File: src/rtl/axi_bridge_pkg.sv
// axi_bridge_pkg: shared state encodings, AXI constants and line-address helper
// for the cache-to-AXI burst bridge.
package axi_bridge_pkg;
    typedef enum logic [1:0] {R_IDLE, R_ADDR, R_DATA} rd_state_e;
    typedef enum logic [1:0] {W_IDLE, W_ADDR, W_DATA, W_RESP} wr_state_e;
    localparam logic [1:0] AXI_BURST_INCR = 2'b01;
    localparam logic [2:0] AXI_SIZE_4B = 3'b010;
    localparam logic [3:0] WB_AXI_ID = 4'd1;
    function automatic logic [31:0] line_addr(input logic [31:0] a, input int off_w);
        return a & ~((32'd1 << off_w) - 32'd1);
    endfunction
endpackage

File: src/rtl/axi_burst_bridge_rr_arbiter.sv
// rr_arbiter: round-robin arbiter; the search starts one past the last winner,
// and the pointer only moves when advance is high and someone actually won.
module rr_arbiter #(
    parameter int N = 2
) (
    input  logic         aclk,
    input  logic         aresetn,
    input  logic [N-1:0] req,
    input  logic         advance,
    output logic [N-1:0] gnt
);
    localparam int IW = (N > 1) ? $clog2(N) : 1;
    logic [IW-1:0] ptr_q, sel, j;
    logic found;
    always_comb begin
        gnt = '0;
        sel = ptr_q;
        j = ptr_q;
        found = 1'b0;
        for (int i = 1; i <= N; i++) begin
            j = IW'((int'(ptr_q) + i) % N);
            if (!found && req[j]) begin
                found = 1'b1;
                sel = j;
                gnt[j] = 1'b1;
            end
        end
    end
    always_ff @(posedge aclk) begin
        if (!aresetn) ptr_q <= IW'(N - 1);
        else if (advance && found) ptr_q <= sel;
    end
endmodule

File: src/rtl/axi_burst_bridge.sv
// axi_burst_bridge: NUM_RD cache line-read ports and one write-back port onto a single AXI3 master.
// Optional BRIDGE_RAW_CHECK_EN holds back reads that hit the line currently being written back.
module axi_burst_bridge
    import axi_bridge_pkg::*;
#(
    parameter int NUM_RD = 2,
    parameter int LINE_WORDS = 16,
    parameter int IDX_W = (NUM_RD > 1) ? $clog2(NUM_RD) : 1
) (
    input  logic                    aclk,
    input  logic                    aresetn,
    input  logic [NUM_RD-1:0]       rd_req,
    input  logic [NUM_RD*32-1:0]    rd_addr,
    output logic [NUM_RD-1:0]       rd_rdy,
    output logic [NUM_RD-1:0]       ret_valid,
    output logic                    ret_last,
    output logic [31:0]             ret_data,
    input  logic                    wr_req,
    input  logic [31:0]             wr_addr,
    input  logic [LINE_WORDS*32-1:0] wr_data,
    output logic                    wr_rdy,
    output logic [3:0]              arid,
    output logic [31:0]             araddr,
    output logic [7:0]              arlen,
    output logic [2:0]              arsize,
    output logic [1:0]              arburst,
    output logic                    arvalid,
    input  logic                    arready,
    input  logic [3:0]              rid,
    input  logic [31:0]             rdata,
    input  logic [1:0]              rresp,
    input  logic                    rlast,
    input  logic                    rvalid,
    output logic                    rready,
    output logic [3:0]              awid,
    output logic [31:0]             awaddr,
    output logic [7:0]              awlen,
    output logic [2:0]              awsize,
    output logic [1:0]              awburst,
    output logic                    awvalid,
    input  logic                    awready,
    output logic [3:0]              wid,
    output logic [31:0]             wdata,
    output logic [3:0]              wstrb,
    output logic                    wlast,
    output logic                    wvalid,
    input  logic                    wready,
    input  logic [3:0]              bid,
    input  logic [1:0]              bresp,
    input  logic                    bvalid,
    output logic                    bready
);
    localparam int OFF_W = $clog2(LINE_WORDS * 4);
    localparam int BW = $clog2(LINE_WORDS);

    rd_state_e r_state_q;
    wr_state_e w_state_q;
    logic [IDX_W-1:0] grant_q, gidx;
    logic [31:0] raddr_q, gaddr, waddr_q;
    logic [LINE_WORDS*32-1:0] wbuf_q;
    logic [BW-1:0] beat_q;
    logic [NUM_RD-1:0] raw_mask, gnt;
    logic r_idle, r_match;
    logic unused_ok;

    assign unused_ok = ^{rresp, bresp, bid};

`ifdef BRIDGE_RAW_CHECK_EN
    // Mask stays up until bvalid, so the read sees memory after the write lands.
    always_comb begin
        raw_mask = '0;
        for (int i = 0; i < NUM_RD; i++)
            raw_mask[i] = (w_state_q != W_IDLE) &&
                          (line_addr(rd_addr[32*i +: 32], OFF_W) == line_addr(waddr_q, OFF_W));
    end
`else
    assign raw_mask = '0;
`endif

    assign r_idle = (r_state_q == R_IDLE);

    rr_arbiter #(.N(NUM_RD)) u_arb (
        .aclk    (aclk),
        .aresetn (aresetn),
        .req     (rd_req & ~raw_mask),
        .advance (r_idle),
        .gnt     (gnt)
    );

    always_comb begin
        gidx = '0;
        gaddr = '0;
        for (int i = 0; i < NUM_RD; i++)
            if (gnt[i]) begin
                gidx = IDX_W'(i);
                gaddr = rd_addr[32*i +: 32];
            end
    end

    assign rd_rdy    = r_idle ? gnt : '0;
    assign r_match   = (r_state_q == R_DATA) && rvalid && (rid == 4'(grant_q));
    assign ret_valid = r_match ? (NUM_RD'(1) << grant_q) : '0;
    assign ret_last  = r_match && rlast;
    assign ret_data  = rdata;
    assign arvalid   = (r_state_q == R_ADDR);
    assign araddr    = line_addr(raddr_q, OFF_W);
    assign arlen     = 8'(LINE_WORDS - 1);
    assign arsize    = AXI_SIZE_4B;
    assign arburst   = AXI_BURST_INCR;
    assign arid      = 4'(grant_q);
    assign rready    = (r_state_q == R_DATA);

    always_ff @(posedge aclk) begin
        if (!aresetn) begin
            r_state_q <= R_IDLE;
            grant_q <= '0;
            raddr_q <= '0;
        end else begin
            case (r_state_q)
                R_IDLE: if (|gnt) begin
                    grant_q <= gidx;
                    raddr_q <= gaddr;
                    r_state_q <= R_ADDR;
                end
                R_ADDR: if (arready) r_state_q <= R_DATA;
                R_DATA: if (r_match && rlast) r_state_q <= R_IDLE;
                default: r_state_q <= R_IDLE;
            endcase
        end
    end

    assign wr_rdy  = (w_state_q == W_IDLE) && wr_req;
    assign awvalid = (w_state_q == W_ADDR);
    assign awaddr  = line_addr(waddr_q, OFF_W);
    assign awlen   = 8'(LINE_WORDS - 1);
    assign awsize  = AXI_SIZE_4B;
    assign awburst = AXI_BURST_INCR;
    assign awid    = WB_AXI_ID;
    assign wvalid  = (w_state_q == W_DATA);
    assign wdata   = wbuf_q[32*beat_q +: 32];
    assign wstrb   = 4'hF;
    assign wid     = WB_AXI_ID;
    assign wlast   = wvalid && (beat_q == BW'(LINE_WORDS - 1));
    assign bready  = (w_state_q == W_RESP);

    always_ff @(posedge aclk) begin
        if (!aresetn) begin
            w_state_q <= W_IDLE;
            waddr_q <= '0;
            wbuf_q <= '0;
            beat_q <= '0;
        end else begin
            case (w_state_q)
                W_IDLE: if (wr_req) begin
                    waddr_q <= wr_addr;
                    wbuf_q <= wr_data;
                    beat_q <= '0;
                    w_state_q <= W_ADDR;
                end
                W_ADDR: if (awready) w_state_q <= W_DATA;
                W_DATA: if (wready) begin
                    beat_q <= beat_q + 1'b1;
                    if (wlast) w_state_q <= W_RESP;
                end
                W_RESP: if (bvalid) w_state_q <= W_IDLE;
                default: w_state_q <= W_IDLE;
            endcase
        end
    end
endmodule

File: config.mk
export PLATFORM = sky130hd
export DESIGN_NAME = axi_burst_bridge
export DESIGN_NICKNAME = d
export VERILOG_FILES = /design/src/rtl/axi_bridge_pkg.sv /design/src/rtl/axi_burst_bridge_rr_arbiter.sv /design/src/rtl/axi_burst_bridge.sv
export SDC_FILE = /design/constraint.sdc
export NUM_CORES = 1
export LEC_CHECK = 0
export BUFFER_PORTS_ARGS = -buffer_cell sky130_fd_sc_hd__buf_2
export CAP_MARGIN = 20
export CELL_PAD_IN_SITES_DETAIL_PLACEMENT = 2
export CELL_PAD_IN_SITES_GLOBAL_PLACEMENT = 2
export CORE_AREA = 4 4 323 325
export CTS_BUF_LIST = sky130_fd_sc_hd__clkbuf_2
export DETAILED_ROUTE_END_ITERATION = 7
export DIE_AREA = 0 0 327 329
export PLACE_DENSITY = 0.75
export SYNTH_ARGS = -nofsm -noshare
export SYNTH_HDL_FRONTEND = slang
export SYNTH_SLANG_ARGS = --single-unit
export TNS_END_PERCENT = 100
File: constraint.sdc
create_clock -name aclk -period 6.4 [get_ports aclk]
set_input_delay 1.28 -clock aclk [delete_from_list [all_inputs] [get_ports aclk]]
set_output_delay 1.28 -clock aclk [all_outputs]
set_load 0.02 [all_outputs]
## Word-level counts from Yosys, hierarchy flattened

Index checks and enable logic that the tools add are counted.

- Input port bits: 663
- Output and inout bits: 182
- Logic and storage cells: 86
- Memories kept: 0
- Bits in registers: 586
- RAM bits: 0
- Bits in read-only memories: 0
- Bits in latches: 0

- Equality and inequality tests: 15
- Divide/modulo/power cells: 0
- Reductions and logical operators: 21
- $add $sub $neg: 3
- Order comparisons: 4
- Muxes and demuxes: 32
- Multiply operators: 0
- Bitwise gates (word level): 1
- Shift-type cells: 2

Operator list:

| operator | count |
|---|---|
| $shiftx 512x10->32 | 1 |
| $mux 32 | 2 |
| $mux 2 | 12 |
| $mux 1 | 11 |
| $logic_and 1x1->1 | 9 |
| $mux 4 | 2 |
| $ne 2x1->1 const B | 4 |
| $ne 2x2->1 const B | 4 |
| $pmux 2 s4 | 1 |
| $pmux 4 s2 | 1 |
| $eq 2x2->1 const B | 3 |
| $pmux 2 s3 | 1 |
| $reduce_and 2->1 | 3 |
| $reduce_and 3->1 | 2 |
| $reduce_and 5->1 | 1 |
| $add 4x1->4 const B | 1 |
| $eq 2x1->1 const B | 2 |
| $eq 4x1->1 | 1 |
| $eq 4x4->1 const B | 1 |
| $logic_not 2->1 | 2 |
| $lt 1x2->1 const B | 2 |
| $reduce_bool 2->1 | 2 |
| $add 1x1->1 const B | 2 |
| $demux 1 s1 | 2 |
| other kinds (5) | 6 |

## Longest topological paths before layout

Gate-level depths: netlist of run 1.

- Depth in word-level cells: 11
- Gate-level depth with buffers: 8
- Gate-level depth less buffers: 6

## Hierarchy

Synthesis of run 1 repeated with hierarchy kept, for this count alone.

- Cell total of the unflattened synthesis: 3027
- Area total of the unflattened synthesis: 24633.6 um^2

By module, submodules not included:

| module | cells each | instances | area each (um^2) |
|---|---|---|---|
| axi_burst_bridge | 3020 | 1 | 24574.8 |
| rr_arbiter | 7 | 1 | 58.8 |

## Worst setup path before layout of run 1

Ideal clock, no wire load.

- Path type: in2out
- From: input port rid[1]
- To: output port ret_valid[0]
- Required time: 5120 ps
- Stages on the path: 2
- Arrival: 2454 ps
- Slack: 2666 ps
- Cells stage by stage: or4b_1 > nor4_1

- Cells in the longest elaborated chain, start to end: 3

Ends and longest elaborated chain:

| element | RTL line | text |
|---|---|---|
| start, declared | axi_burst_bridge.sv:29 | `input logic [3:0] rid,` |
| $eq 4x1->1 | axi_burst_bridge.sv:101 | `assign r_match = (r_state_q == R_DATA) && rvalid && (rid == 4'(grant_q));` |
| $logic_and 1x1->1 | axi_burst_bridge.sv:101 |  |
| $mux 2 | axi_burst_bridge.sv:102 | `assign ret_valid = r_match ? (NUM_RD'(1) << grant_q) : '0;` |
| end, declared | axi_burst_bridge.sv:15 | `output logic [NUM_RD-1:0] ret_valid,` |

No other way between the ends.

## Worst setup path after layout of run 1

- From: register beat_q[0]
- To: output port wdata[20]

- Cells in the longest elaborated chain, start to end: 1

Ends and longest elaborated chain:

| element | RTL line | text |
|---|---|---|
| start, declared | axi_burst_bridge.sv:61 | `logic [BW-1:0] beat_q;` |
| start signal, assigned | axi_burst_bridge.sv:162 | `beat_q <= beat_q + 1'b1;` |
| $shiftx 512x10->32 | axi_burst_bridge.sv:140 | `assign wdata = wbuf_q[32*beat_q +: 32];` |
| end, declared | axi_burst_bridge.sv:43 | `output logic [31:0] wdata,` |

No other way between the ends.

==> results of run 1 <==
flip-flops by register name, summed over array words and instances (netlist names):
signal / flops
r_state_q: 2
grant_q: 1
wbuf_q: 512
beat_q: 4
raddr_q: 26
w_state_q: 2
waddr_q: 26
u_arb.ptr_q: 1
layer usage:
layer  track usage (%)  part of all wire [%]
met3              6.99                   5.9
met2              49.8                    50
met1              29.2                    37
met5                 0                 0.022
met4              17.1                   6.5
cell families (layout without fill, tap and decap cells):
logic type | after synthesis | count (layout) | share of synthesized area (%)
other | 2 | 101 | 0.0305
buffers and inverters | 343 | 1583 | 6.80
AO/OA/AOI/OAI | 734 | 734 | 17.0
AND/OR/NAND/NOR | 1171 | 1171 | 18.2
flip-flops | 574 | 574 | 46.6
XOR/XNOR | 3 | 3 | 0.107
adder cells (fa/ha/maj) | 6 | 6 | 0.304
multiplexers | 192 | 192 | 11.0
power groups by stage:
stage / Combinational (mW) / Sequential, mW / Clock, mW
after floorplan: 2.26 / 4.59 / 0
after global placement: 3.41 / 4.65 / 0
after detailed placement: 3.48 / 4.68 / 0
after CTS: 3.77 / 4.60 / 3.03
after global routing: 4.30 / 4.77 / 3.35
final: 3.97 / 4.72 / 3.07
critical path, stage by stage, from the launching register on:
cell      delay, ns
dfxtp_4        0.79
buf_4          0.46
mux2i_1        0.19
a221oi_1       1.12
o21ai_0        0.22
nand2_1        0.13
buf_2          0.22
stage by stage:
stage / std cells / total power, mW / worst slack [ns]
finish: 5732 / 11.8 / 0.519
global route: 5720 / 12.4 / 0.289
CTS: 5682 / 11.4 / 0.388
detailed placement: 4843 / 8.16 / 2.12
global placement: 4842 / 8.06 / 2.10
floorplan: 3076 / 6.86 / 2.67
final timing paths:
kind                            slack (ns)         start  cells past startpoint           to
worst min register to register        0.46   wbuf_q[319]                      2  wbuf_q[319]
worst max-delay path                  0.52     beat_q[0]                      6    wdata[20]
worst max register to register        2.59  w_state_q[0]                      7  wbuf_q[290]
worst min-delay path                  0.28   rd_addr[47]                      3  raddr_q[15]
cell type report:
cell class                      instances  area share, %
Tap cell                             1368           4.76
Clock buffer                          243           3.38
Inverter                                9          0.136
Antenna cell                           48          0.334
Multi-Input combinational cell       2159           32.5
Timing Repair Buffer                 1285           26.1
Clock inverter                         46          0.782
Sequential cell                       574           32.0
synth_stat cells, drive strengths merged, types with 2 or more instances:
cell type  number
nor2           34
o21ai          35
a32oi          26
mux2i         128
and2            7
ha              6
buf           132
mux4           64
nand2b          2
conb            2
inv             9
xnor2           2
nor2b           6
nor4            2
a22oi          32
clkbuf        202
o21a            2
a211oi         26
nand3           4
nand2        1111
a21oi         543
dfxtp         574
a221oi         64
o31ai           2
==> summary.txt, run 1 <==
Yosys
  • Top cell type's share of synthesized area: 46.6%
  • Synth Flop Type: dfxtp_1
  • Number of library cell types mapped by synthesis: 41
  • EDFF count, synth: 0
  • Mapped cell area: 24,700 um2
  • Synth Area per Inst: 8.15 um2
  • FFs w/ async S/R, synth: 0%
  • Register bit total from synthesis: 574
  • Synth Instances: 3,025
  • Synth area leader: dfxtp_1
  • Sequential area share after synthesis: 46.6%
  • Synth area leaders: dfxtp_1 47%, nand2_1 17%, a21oi_1 11%
  • Syn. warnings: 0

Power
  • Seq pwr share: 40.1%
  • Sw Pwr: 5.07 mW
  • Clock Power Share: 26.1%
  • Pwr Density: 327 nW/um2
  • Power Internal: 6.69 mW
  • Comb power frac: 33.8%
  • Leak: 14.7 nW
  • Net Sw Frac: 43.1%
  • Maximum vdd ir drop: 197 uV

Status
  • Outcome: completed

Floorplanning
  • Row count: 117
  • Initial core utilization: 24.3%
  • Die width: 327 um
  • Die H: 329 um
  • Full die area: 108,000 um2
  • Core Area: 101,000 um2
  • Top Ports: 845

Clock network
  • CTS sink count: 574
  • Clk Latency, worst-skew pair: 1.50 ns
  • Reg clk slew, reported paths: 0.10 ns
  • Postcts setup bufs: 0
  • TritonCTS Buffers: 168
  • Hold-fix buffers, CTS: 550
  • Bufs on Longest Clock Path: 3
  • H-Tree Depth: 4
  • Root Driver: clkbuf_2
  • Post_cts resized: 0
  • CTS tree: yes

Routing
  • 1st-pass router iterations: 5
  • Final ANT Viol Nets: 0
  • DRC viols: 0
  • Post-Route WL: 157,000 um
  • Via-to-Cell Ratio: 4.94
  • DR WL/cell: 27.3 um
  • DRT iter0 DRCs: 1,756
  • Vias post-DR: 28,300

GRT
  • Grt ovf: 0
  • Initial antenna violation count: 44
  • GRT Total Usage: 27.7%
  • First-pass GRT wire length: 221,000 um
  • Largest net degree at the start of global routing: 200
  • Number of global-route vias before repair: 32,200

Layout
  • Final Cell Area: 36,000 um2
  • Register area: 11,500 um2
  • Share of cells above drive strength 1: 24.8%
  • # fillers: 11,500
  • Final core utilization: 35.5%
  • Commonest non-fill, non-tap cell in the layout: nand2_1
  • Multi-input logic area: 11,700 um2
  • Most frequent cells in the layout: 1,110 x nand2_1, 701 x buf_2, 570 x dfxtp_1
  • Syn-to-layout area delta: 45.9%
  • Fin nets: 4,866

Placement
  • DP Area: 28,800 um2
  • IO Port Bufs: 701
  • Gpl congestion: 0.796
  • Post-DP HPWL: 86,800 um

Job
  • # Max-Cap Violations: 0

Setup path
  • Crit path DAT: 4.60 ns
  • Req. time, crit path: 5.12 ns
  • Critical Path Start Type: register
  • CP endpoint kind: output pin
  • Critical path type: register to output pin
  • Worst-path fanout max: 32

STA
  • Worst Tran Pin Value: 1.37 ns
  • Fin. Hold Viols: 0
  • Tmin final: 5.88 ns
  • Peak Freq: 170 MHz
  • RSZ-0062 raised after global routing: false
  • Final setup viols: 0
  • Max-slew headroom: 8.82%
  • Worst hold slack: 0.277 ns
  • Tcrit/Tclk final: 91.9%
  • Post-Route Setup TNS: 0 ns
  • Worst Skew: 0.115 ns
  • Slew Limit Fails: 0

Hold path
  • Worst Hold Class: input pin to register
Power figures use the tool's default switching activity.
==> run 2: changes to the inputs <==
PLACE_DENSITY = unset   (was 0.75)
PLACE_DENSITY_LB_ADDON = 0.1   (was unset)
clock period = 7.4 ns   (was 6.4 ns; I/O delays follow)
==> summary.txt, run 2 (synthesis results as in run 1) <==
Clock network
  • Reg clk slew, reported paths: 0.11 ns (was 0.10 ns)
  • CTS sink count: 574 (unchanged)
  • Post_cts resized: 0 (unchanged)
  • CTS tree: yes (unchanged)
  • TritonCTS Buffers: 173 (was 168)
  • H-Tree Depth: 4 (unchanged)
  • Postcts setup bufs: 0 (unchanged)
  • Hold-fix buffers, CTS: 1 (was 550)
  • Clk Latency, worst-skew pair: 1.43 ns (was 1.50 ns)
  • Root Driver: clkbuf_2 (unchanged)
  • Bufs on Longest Clock Path: 3 (unchanged)

GRT
  • First-pass GRT wire length: 173,000 um (was 221,000 um)
  • Number of global-route vias before repair: 26,600 (was 32,200)
  • Largest net degree at the start of global routing: 211 (was 200)
  • Initial antenna violation count: 58 (was 44)
  • Grt ovf: 0 (unchanged)
  • GRT Total Usage: 21.7% (was 27.7%)

STA
  • RSZ-0062 raised after global routing: false (unchanged)
  • Max-slew headroom: 11.5% (was 8.82%)
  • Tmin final: 5.98 ns
  • Peak Freq: 167 MHz
  • Worst hold slack: 0.284 ns (was 0.277 ns)
  • Slew Limit Fails: 0 (unchanged)
  • Worst Skew: 0.0579 ns (was 0.115 ns)
  • Fin. Hold Viols: 0 (unchanged)
  • Final worst slack: 1.42 ns (was 0.519 ns)
  • Post-Route Setup TNS: 0 ns (unchanged)
  • Tcrit/Tclk final: 80.8%
  • Worst Tran Pin Value: 1.33 ns (was 1.37 ns)
  • Final setup viols: 0 (unchanged)

Status
  • Outcome: completed (unchanged)

Setup path
  • Crit path DAT: 4.50 ns (was 4.60 ns)
  • Critical path type: register to output pin (unchanged)
  • Critical Path Start: beat_q[1] (was beat_q[0])
  • Setup slack, reg-to-reg: 3.96 ns (was 2.59 ns)
  • Req. time, crit path: 5.92 ns (was 5.12 ns)
  • Critical Path Start Type: register (unchanged)
  • Worst-path fanout max: 34 (was 32)
  • CP endpoint kind: output pin (unchanged)
  • Reg2reg start: w_state_q[1] (was w_state_q[0])

Routing
  • Vias post-DR: 24,300 (was 28,300)
  • DRT iter0 DRCs: 881 (was 1,756)
  • Via-to-Cell Ratio: 4.73 (was 4.94)
  • DRC viols: 0 (unchanged)
  • Post-Route WL: 122,000 um (was 157,000 um)
  • 1st-pass router iterations: 4 (was 5)
  • Final ANT Viol Nets: 0 (unchanged)
  • DR WL/cell: 23.7 um (was 27.3 um)

Floorplanning
  • Core Area: 101,000 um2 (unchanged)
  • Die H: 329 um (unchanged)
  • Full die area: 108,000 um2 (unchanged)
  • Top Ports: 845 (unchanged)
  • Initial core utilization: 24.3% (unchanged)
  • Die width: 327 um (unchanged)
  • Row count: 117 (unchanged)

Power
  • Maximum vdd ir drop: 228 uV (was 197 uV)
  • Leak: 12.2 nW (was 14.7 nW)
  • Pwr Density: 307 nW/um2 (was 327 nW/um2)

Layout
  • Fin nets: 4,312 (was 4,866)
  • Final core utilization: 29.8% (was 35.5%)
  • Most frequent cells in the layout: 1,110 x nand2_1, 701 x buf_2, 570 x dfxtp_1 (unchanged)
  • Largest regs: wbuf_q: 512 flops, raddr_q: 26 flops, waddr_q: 26 flops (unchanged)
  • Syn-to-layout area delta: 22.6% (was 45.9%)
  • Largest Register: wbuf_q (unchanged)
  • Commonest non-fill, non-tap cell in the layout: nand2_1 (unchanged)
  • Largest register FFs: 512 (unchanged)
  • Share of cells above drive strength 1: 28.1% (was 24.8%)
  • Final Non-Filler Cells: 5,139 (was 5,732)

Hold path
  • Hold path start: wr_data[308] (was rd_addr[47])
  • Worst Hold Class: input pin to register (unchanged)

Placement
  • Post-DP HPWL: 90,200 um (was 86,800 um)
  • IO Port Bufs: 701 (unchanged)
  • Pre-CTS setup slack: 2.69 ns (was 2.12 ns)
  • Placed cell count: 4,834 (was 4,843)
  • Gpl congestion: 0.805 (was 0.796)

Job
  • # Max-Cap Violations: 0 (unchanged)
run 2: cell count changes in the layout (fill, tap and decap cells not counted), moves of 2 or more:
cell / change
dlygate4sd3_1: -549
diode_2: -22
buf_4: -9
clkbuf_2: -7
clkinv_2: -4
clkinv_4: -3
inv_2: +3
clkinv_1: -2
clkinvlp_4: +2
run 2: cell type report:
cell class                      count  area, um2
Sequential cell                   574      11500
Clock buffer                      236       1180
Fill cell                       12000      71200
Clock inverter                     41        224
Inverter                            9       48.8
Timing Repair Buffer              726       3810
Multi-Input combinational cell   2159      11700
Tap cell                         1368       1710
Antenna cell                       26       65.1
run 2: routing by layer:
layer	routed length (um)	global-route usage [%]	vias to the layer above
li1	-	-	11400
met1	47400	23.8	11900
met2	62800	39.5	673
met3	8290	7.22	201
met4	2880	6.67	40
met5	304	0	-
run 2: worst max-delay path, cell delays in order, from the launching register on:
cell,delay [ns]
dfxtp_4,0.73
and2_2,0.71
buf_4,0.59
a221oi_1,0.31
o21ai_0,0.25
nand2_1,0.22
buf_2,0.23
run 2: stage by stage:
| step | power, mW | instance area [um2] |
|---|---|---|
| after floorplan | 5.93 | 24800 |
| after global placement | 6.93 | 28700 |
| after detailed placement | 7.06 | 28700 |
| after CTS | 9.53 | 30200 |
| after global routing | 10.0 | 30200 |
| final | 9.29 | 30200 |
run 2: path summary, 6_finish.rpt:
check           endpoint  cells after the start
max            wdata[28]                      6
min          wbuf_q[308]                      3
max reg2reg  wbuf_q[334]                      7
min reg2reg   wbuf_q[34]                      2
run 2: power breakdown:
part / total (mW) / internal [mW] / switching, mW / leakage [nW]
Sequential: 3.97 / 3.65 / 0.318 / 4.71
Combinational: 2.94 / 0.946 / 1.99 / 6.44
Clock: 2.38 / 0.919 / 1.46 / 1.08
==> run 3: changes to the inputs <==
CORE_AREA = 4 4 324 326   (was 4 4 323 325)
DIE_AREA = 0 0 328 330   (was 0 0 327 329)
clock period = 6.15 ns   (was 7.4 ns; I/O delays follow)
==> summary.txt, run 3 (synthesis results as in run 1) <==
Status
  • Outcome: completed (unchanged)

Setup path
  • CP endpoint kind: output pin (unchanged)
  • Reg2reg start: w_state_q[0] (was w_state_q[1])
  • CP endpoint: wdata[25] (was wdata[28])
  • RR Endpoint: wbuf_q[442] (was wbuf_q[334])
  • Setup slack, reg-to-reg: 2.88 ns (was 3.96 ns)
  • FF-to-FF path depth: 7 (unchanged)
  • Req. time, crit path: 4.92 ns (was 5.92 ns)
  • Critical Path Start: beat_q[1] (unchanged)
  • Critical Path Start Type: register (unchanged)
  • Worst-path fanout max: 28 (was 34)
  • Critical path type: register to output pin (unchanged)
  • Crit path DAT: 4.59 ns (was 4.50 ns)

Floorplanning
  • Core Area: 102,000 um2 (was 101,000 um2)
  • Top Ports: 845 (unchanged)
  • Die H: 330 um (was 329 um)
  • Row count: 117 (unchanged)
  • Initial core utilization: 24.2% (was 24.3%)
  • Die width: 328 um (was 327 um)
  • Full die area: 108,000 um2 (about the same)

Clock network
  • Clk Latency, worst-skew pair: 1.46 ns (was 1.43 ns)
  • Reg clk slew, reported paths: 0.11 ns (about the same)
  • H-Tree Depth: 4 (unchanged)
  • CTS tree: yes (unchanged)
  • Hold-fix buffers, CTS: 586 (was 1)
  • Postcts setup bufs: 0 (unchanged)
  • Root Driver: clkbuf_2 (unchanged)
  • CTS sink count: 574 (unchanged)
  • Post_cts resized: 0 (unchanged)
  • Bufs on Longest Clock Path: 3 (unchanged)
  • TritonCTS Buffers: 172 (was 173)

STA
  • RSZ-0062 raised after global routing: false (unchanged)
  • Fin. Hold Viols: 0 (unchanged)
  • Worst Skew: 0.0715 ns (was 0.0579 ns)
  • Final setup viols: 0 (unchanged)
  • Slew Limit Fails: 0 (unchanged)
  • Tcrit/Tclk final: 94.6%
  • Peak Freq: 172 MHz
  • Max-slew headroom: 4.06% (was 11.5%)
  • Post-Route Setup TNS: 0 ns (unchanged)
  • Final worst slack: 0.332 ns (was 1.42 ns)
  • Worst Tran Pin Value: 1.44 ns (was 1.33 ns)
  • Tmin final: 5.82 ns

Layout
  • Fin nets: 4,903 (was 4,312)
  • Largest Register: wbuf_q (unchanged)
  • Share of cells above drive strength 1: 24.3% (was 28.1%)
  • Commonest non-fill, non-tap cell in the layout: nand2_1 (unchanged)
  • Most frequent cells in the layout: 1,110 x nand2_1, 701 x buf_2, 586 x dlygate4sd3_1 (was 1,110 x nand2_1, 701 x buf_2, 570 x dfxtp_1)
  • Largest regs: wbuf_q: 512 flops, raddr_q: 26 flops, waddr_q: 26 flops (unchanged)
  • Final Non-Filler Cells: 5,750 (was 5,139)
  • Largest register FFs: 512 (unchanged)
  • Final Cell Area: 36,200 um2 (was 30,200 um2)
  • Syn-to-layout area delta: 47.0% (was 22.6%)

Power
  • Leak: 14.7 nW (was 12.2 nW)
  • Design Power: 11.7 mW (was 9.29 mW)
  • Maximum vdd ir drop: 304 uV (was 228 uV)
  • Pwr Density: 323 nW/um2 (was 307 nW/um2)

Hold path
  • Worst Hold Class: input pin to register (unchanged)

GRT
  • Largest net degree at the start of global routing: 230 (was 211)
  • Global Route met2 Usage: 43.7% (was 39.5%)
  • First-pass GRT wire length: 195,000 um (was 173,000 um)
  • Grt peak-use layer: met2 (unchanged)
  • Initial antenna violation count: 37 (was 58)
  • Met1 Usage GRT: 26.3% (was 23.8%)
  • Number of global-route vias before repair: 30,500 (was 26,600)
  • GRT Total Usage: 24.2% (was 21.7%)
  • Grt ovf: 0 (unchanged)
  • M3 GR Usage: 6.54% (was 7.22%)

Placement
  • IO Port Bufs: 701 (unchanged)
  • Post-DP HPWL: 91,000 um (was 90,200 um)
  • Placed cell count: 4,841 (was 4,834)
  • Pre-CTS setup slack: 1.88 ns (was 2.69 ns)
  • DP Area: 28,800 um2 (was 28,700 um2)
  • Gpl congestion: 0.806 (was 0.805)

Routing
  • DR WL/cell: 23.7 um (about the same)
  • DRC viols: 0 (unchanged)
  • DRT iter0 DRCs: 1,192 (was 881)
  • 1st-pass router iterations: 4 (unchanged)
  • Final ANT Viol Nets: 0 (unchanged)
  • Via-to-Cell Ratio: 4.72 (was 4.73)
  • Vias post-DR: 27,200 (was 24,300)
  • Post-Route WL: 136,000 um (was 122,000 um)

Job
  • # Max-Cap Violations: 0 (unchanged)
run 3: cell count changes in the layout (fill, tap and decap cells not counted):
cell,delta
inv_2,-1
buf_4,+7
diode_2,+14
dlygate4sd3_1,+585
bufinv_16,+2
clkinvlp_4,-1
clkinv_1,+7
buf_12,-1
clkbuf_2,-2
buf_8,+1
run 3: where the power goes:
group | total, mW | switching (mW) | internal (mW)
clock network | 2.96 | 1.78 | 1.19
registers | 4.80 | 0.404 | 4.40
logic | 3.96 | 2.56 | 1.39
run 3: through the flow:
| step | hold WS, ns | util [%] |
|---|---|---|
| floorplan | 0.433 | - |
| global placement | 0.439 | 28.3 |
| detailed placement | 0.448 | 28.3 |
| CTS | 0.00313 | 35.5 |
| global route | 0.0419 | 35.6 |
| finish | 0.284 | 35.6 |
run 3: worst min path at each step:
stage	to	start	slack (ns)	cells past startpoint
CTS	raddr_q[8]	rd_addr[8]	0.003	3
global route	raddr_q[23]	rd_addr[23]	0.04	3
global placement	waddr_q[24]	waddr_q[24]	0.44	2
finish	raddr_q[18]	rd_addr[18]	0.28	3
floorplan	wbuf_q[320]	wbuf_q[320]	0.43	2
detailed placement	wbuf_q[30]	wbuf_q[30]	0.45	2
run 3: metal layers:
layer	vias up	share of wire (%)
li1	12700	-
met1	13400	39
met2	871	51
met3	284	5.9
met4	6	4.5
met5	-	0.030
run 3: worst max-delay path, cell delays in order, from the launching register on:
cell and delay (ns):
dfxtp_4 0.52, and2_2 0.55, buf_4 0.38, a221oi_1 1.17
o21ai_0 0.19, nand2_1 0.13, buf_2 0.21
run 3: cell type report:
| type | instances | area (um2) |
|---|---|---|
| flip-flops and latches | 574 | 11500 |
| inverters | 9 | 48.8 |
| repair buffers | 1318 | 9710 |
| clock buffers | 234 | 1170 |
| multi-input cells | 2159 | 11700 |
| well taps | 1368 | 1710 |
| fillers | 11600 | 65500 |
| clock inverters | 48 | 299 |
| diodes | 40 | 100 |
